--- config.mk ---
export PLATFORM = sky130hd
export DESIGN_NAME = fifo_frame_writer
export DESIGN_NICKNAME = d
export VERILOG_FILES = /design/src/rtl/fifo_frame_writer.sv
export SDC_FILE = /design/constraint.sdc
export NUM_CORES = 1
export LEC_CHECK = 0
export CORE_UTILIZATION = 35
export CTS_CLUSTER_DIAMETER = 200
export CTS_CLUSTER_SIZE = 14
export DETAILED_ROUTE_END_ITERATION = 16
export SETUP_SLACK_MARGIN = 0.02
export SLEW_MARGIN = 5
export SYNTH_ARGS = -nofsm -noshare
export SYNTH_HDL_FRONTEND = slang
export SYNTH_SLANG_ARGS = --single-unit
--- constraint.sdc ---
create_clock -name wclk -period 5.4 [get_ports wclk]
set_input_delay 1.08 -clock wclk [delete_from_list [all_inputs] [get_ports wclk]]
set_output_delay 1.08 -clock wclk [all_outputs]
set_load 0.02 [all_outputs]
--- src/rtl/fifo_frame_writer.sv ---
// Write-side front end for the clock-crossing frame FIFOs: packs byte beats into
// tagged {last, err, data} words and applies the stall-or-drop policy at frame start.
module fifo_frame_writer #(
  parameter int DATA_WIDTH = 8,
  parameter int CNT_WIDTH  = 16
) (
  input  logic                  wclk,
  input  logic                  reset,
  input  logic                  in_valid,
  output logic                  in_ready,
  input  logic [DATA_WIDTH-1:0] in_data,
  input  logic                  in_last,
  input  logic                  in_error,
  input  logic                  drop_when_full,
  input  logic                  fifo_full,
  output logic                  fifo_write_enable,
  output logic [DATA_WIDTH+1:0] fifo_write_data,
  output logic [CNT_WIDTH-1:0]  frames_written,
  output logic [CNT_WIDTH-1:0]  frames_dropped,
  output logic [1:0]            debug_state
);

  typedef enum logic [1:0] {
    IDLE = 2'd0,
    PASS = 2'd1,
    DROP = 2'd2
  } state_t;

  localparam logic [CNT_WIDTH-1:0] CNT_MAX = '1;

  state_t                state;
  logic                  out_valid;
  logic [DATA_WIDTH+1:0] out_word;
  logic                  word_xfer;
  logic                  space;
  logic                  drop_start;
  logic                  accept;
  logic                  load;

  // Handshakes: a beat moves on in_valid && in_ready; a FIFO word moves on
  // fifo_write_enable && !fifo_full, and the enable is simply held while full.
  assign word_xfer  = out_valid && !fifo_full;
  assign space      = !out_valid || !fifo_full;
  assign drop_start = (state == IDLE) && in_valid && drop_when_full && fifo_full;

  always_comb begin
    in_ready = 1'b0;
    if (!reset) begin
      case (state)
        IDLE:    in_ready = drop_start || space;
        PASS:    in_ready = space;
        DROP:    in_ready = 1'b1;
        default: in_ready = 1'b0;
      endcase
    end
  end

  assign accept = in_valid && in_ready;
  assign load   = accept && !drop_start && (state != DROP);

  assign fifo_write_enable = out_valid;
  assign fifo_write_data   = out_word;
  assign debug_state       = state;

  always_ff @(posedge wclk or posedge reset) begin
    if (reset) begin
      state          <= IDLE;
      out_valid      <= 1'b0;
      out_word       <= '0;
      frames_written <= '0;
      frames_dropped <= '0;
    end else begin
      // A newly loaded beat overwrites a word that is leaving this same edge.
      if (load) begin
        out_valid <= 1'b1;
        out_word  <= {in_last, in_error & in_last, in_data};
      end else if (word_xfer) begin
        out_valid <= 1'b0;
      end

      if (word_xfer && out_word[DATA_WIDTH+1] && (frames_written != CNT_MAX))
        frames_written <= frames_written + 1'b1;

      if (accept && in_last && (drop_start || state == DROP) && (frames_dropped != CNT_MAX))
        frames_dropped <= frames_dropped + 1'b1;

      case (state)
        IDLE: begin
          if (accept) begin
            if (drop_start)    state <= in_last ? IDLE : DROP;
            else if (!in_last) state <= PASS;
          end
        end
        PASS:    if (accept && in_last) state <= IDLE;
        DROP:    if (accept && in_last) state <= IDLE;
        default: state <= IDLE;
      endcase
    end
  end

endmodule

After elaboration in Yosys (flattened, before gate mapping):

Cells that the tools add are included.

* add/sub/neg operators: 2
* multiply operators: 0
* div/mod/pow operators: 0
* order comparisons: 0
* equality and inequality tests: 8
* shifts and indexed selects: 0
* muxes and demuxes: 10
* bitwise logic cells: 1
* reductions and logical operators: 22

Operator list (count)
* 16-bit by 1-bit adder with 16-bit output (second input constant): 2
* 16-bit inequality test (second input constant): 2
* 1-bit logical AND: 12
* 2-bit 2-to-1 mux: 5
* 2-bit inequality test (second input constant): 2
* 2-bit case mux with 2 select lines: 1
* 1-bit zero test: 3
* 1-bit logical OR: 3
* 1-bit 2-to-1 mux: 3
* 3-bit inequality test (second input constant): 1
* 1-bit case mux with 3 select lines: 1
* 3-bit AND reduction: 1
* 2-bit by 1-bit == test with 1-bit output (second input constant): 1
* 2-bit == test (second input constant): 1
* 2-bit zero test: 1
* 2-bit by 1-bit inequality test with 1-bit output (second input constant): 1
* 2-bit nonzero test: 1
* 2-bit OR reduction: 1
* 1-bit AND: 1

* bits in registers: 45
* bits in latches: 0
* memory bits (writable): 0
* ROM bits: 0
* input port bits: 15
* output and inout port bits: 46
* word-level logic and storage cells: 48
* memories kept: 0

Logic depth before layout (Yosys ltp):

* depth after elaboration: 11
* mapped depth: 7
* gate-level depth less buffers: 6

Worst setup path before layout:

OpenSTA, ideal clock, no wires.

* path kind: input to output
* from: input fifo_full
* to: output in_ready
* arrival time: 1924 ps
* required time: 4320 ps
* setup slack: 2396 ps
* stages: 3
* path buffers: 0
* cells stage by stage: a2bb2oi_1 -> nor2_1 -> nor3_1

* longest elaborated chain between the ends: 5
* elaborated cells on any way between the ends: 6
* classes of those cells: mux: 2; reduce/logical: 4

Ends and longest elaborated chain
* start, declared: line 15 `input logic fifo_full,`
* 1-bit zero test: line 43 `assign space = !out_valid || !fifo_full;`
* 1-bit logical OR: line 43
* 1-bit logical OR: line 50 `IDLE: in_ready = drop_start || space;`
* 1-bit case mux with 3 select lines *: line 49 `case (state)`
* 1-bit 2-to-1 mux *: line 48 `if (!reset) begin`
* end, declared: line 10 `output logic in_ready,`

Mark *: on every way between the ends. The rest lies on a longest branch, timed or not.

Worst setup path in the final report:

Same ends and word-level chain as after synthesis.

==> impl_metrics.json <==
{
  "clock_latency_ns": 0.30,
  "drive_above_1_share_pct": 12.9,
  "routed_wl_mm": 5.02,
  "cts_setup_buffers": 0,
  "synth_area_mm2": 0.00237,
  "dieHeight_um": 84.2,
  "async_flop_share_pct": 100,
  "place_ws_ns": 1.44,
  "num_vias": 1854,
  "synthFlopType": "dfrtp_1",
  "place_hpwl_mm": 3.65,
  "synthesis.nets": 226,
  "synth_cell_types": 48,
  "synth_cells": 205,
  "nFillCells": 600,
  "cts_tree": "yes",
  "cts_hold_buf": 0,
  "rsz0062_at_grt": "false",
  "ant_nets": 0,
  "clk_pin_slew_ns": 0.09,
  "clk_path_buf_depth": 2,
  "ys_warn_count": 0,
  "vias_per_cell": 5.31,
  "fin_crit_sh_pct": 73.4,
  "grt_overflow": 0,
  "start_util_pct": 36.8,
  "yosysSeqAreaShare_pct": 47.6,
  "final_nets": 292,
  "grt_max_degree": 46,
  "power_leakage_nw": 1.33,
  "netlist_top_cells_area": "dfrtp_1, xnor2_1, mux2_2",
  "hold_class": "flop to flop",
  "layout_common_cells": "clkdlybuf4s50_1, dfrtp_1, nand2_1, xnor2_1",
  "startpoint_type": "input pin",
  "irDropWorstVdd_v": 0.000166,
  "worstPathRequired_ns": 4.32,
  "io_pins": 61,
  "first_pass_iters": 10,
  "period_needed_ns": 3.96,
  "path_max_fanout": 7,
  "synth_edf_count": 0,
  "cts_buffers": 5,
  "timing_hold_violations_final": 0,
  "diodes": 0,
  "fin_tns_setup_ns": 0,
  "fmax_mhz": 252,
  "avgSynthCellArea_um2": 11.5,
  "whs_ns": 0.494,
  "areaGrowthSynthToFinish_pct": 34.0,
  "grt_pass1_wl_mm": 8.47,
  "grt_antenna_before_repair": 0,
  "yosysTopAreaCell": "dfrtp_1",
  "crit_path_end_kind": "output pin",
  "fp.dieW_um": 84.2,
  "root_buffer": "clkbuf_8",
  "clock-sinks": 45,
  "cp.arrival_ns": 2.88,
  "gp_congestion": 0.857,
  "setup_ws_ns": 1.44,
  "post_drt_wl_per_cell_um": 14.4,
  "synth.top_cell.area_share_pct": 47.6,
  "rows": 29,
  "synth_seq_cells": 45,
  "p_per_area_mw_per_mm2": 354,
  "maxSlewViolCount": 0,
  "layout_commonest_cell": "clkdlybuf4s50_1",
  "core_area_mm2": 0.00642,
  "worst_pin_slew_ns": 0.937,
  "track_usage_pct": 14.9,
  "drc": 6,
  "clock_skew_ns": 0.0112,
  "portBuffers": 60,
  "status": "complete, but fails checks",
  "grt_pass1_vias": 1716,
  "path_class": "input pin to output pin",
  "drtIter0Drc": 72,
  "htreeDepth": 2,
  "setup_viol": 0,
  "die_area_mm2": 0.00709,
  "relSlewSlack_pct": 37.5,
  "max-cap-violations": 0,
  "violations": "design-rule violations",
  "cts_resized": 0
}
==> per-stage QoR <==
stage / cell area (µm²) / instances / utilization (%) / power, W
6_report: 3170 / 349 / 49.3 / 0.00112
5_1_grt: 3170 / 349 / 49.3 / 0.00119
4_1_cts: 3170 / 349 / 49.3 / 0.00114
3_5_place_dp: 3060 / 341 / 47.6 / 0.000876
3_3_place_gp: 3060 / 341 / 47.6 / 0.000871
2_1_floorplan: 2370 / 205 / - / 0.000690
==> state kept, by name, indices dropped and copies added (netlist names) <==
name / flops
fifo_write_data: 10
frames_dropped: 16
frames_written: 16
fifo_write_enable: 1
debug_state: 2
==> cell usage after synthesis, types with 3 or more instances <==
library cell  instances
dfrtp_1              45
nand2_1              16
xnor2_1              14
nor2_1               11
xor2_1               11
mux2_2               10
nand3_1              10
nand4_1               7
o211ai_1              7
ha_1                  6
inv_1                 6
nor3_1                5
o2111ai_1             4
o21ai_0               4
a211oi_1              3
a21oi_1               3
and2_1                3
and4_1                3
==> layer usage <==
layer	vias up	global-route usage, %	share of wire [%]
met3	5	2.95	4.8
met1	899	21.2	49
met5	-	0	0
li1	900	-	-
met4	0	4.23	0.94
met2	50	23.0	46
==> worst paths after layout <==
kind | from | to | slack (ns) | cells after the start
max in group asynchronous | reset | fifo_write_data[4]$_DFFE_PP0P_ | 3.35 | 2
min in group asynchronous | reset | frames_dropped[9]$_DFFE_PP0P_ | 1.47 | 2
max | fifo_full | in_ready | 1.44 | 5
min reg2reg | fifo_write_data[8]$_DFFE_PP0P_ | fifo_write_data[8]$_DFFE_PP0P_ | 0.49 | 2
max reg2reg | debug_state[0]$_DFFE_PP0P_ | frames_dropped[13]$_DFFE_PP0P_ | 3.37 | 6
min | fifo_write_data[8]$_DFFE_PP0P_ | fifo_write_data[8]$_DFFE_PP0P_ | 0.49 | 2
==> final cells by class <==
| type | count | area, µm² | share of cell area, % |
|---|---|---|---|
| Sequential cell | 45 | 1130 | 35.5 |
| Multi-Input combinational cell | 153 | 1210 | 38.3 |
| Clock buffer | 6 | 72.6 | 2.29 |
| Clock inverter | 2 | 38.8 | 1.22 |
| Timing Repair Buffer | 60 | 601 | 18.9 |
| Inverter | 6 | 22.5 | 0.711 |
| Tap cell | 77 | 96.3 | 3.04 |
==> worst max-delay path, cell delays in order <==
cell             delay (ns)
clkdlybuf4s50_1        0.53
a2bb2oi_1              0.42
nor2_1                 0.08
nor3_1                 0.14
clkdlybuf4s50_1        0.62
==> cell families (layout without fill, tap and decap cells) <==
kind of cell,count (synthesis),after routing,share of synthesized area (%)
AOI/OAI and AO/OA,35,35,11.8
xor gates and xnor gates,25,25,9.25
adders and majority gates,6,6,3.17
buffers and inverters,7,74,1.16
DFF,45,45,47.6
muxes,10,10,4.76
and+or+nand+nor,77,77,22.2
==> power breakdown <==
group | leakage, nW | switching, W | internal [W]
combinational | 0.676 | 0.000202 | 0.000203
sequential | 0.595 | 0.0000595 | 0.000401
clock | 0.0554 | 0.000118 | 0.000139
No activity file was read; power rests on OpenSTA's default activity.
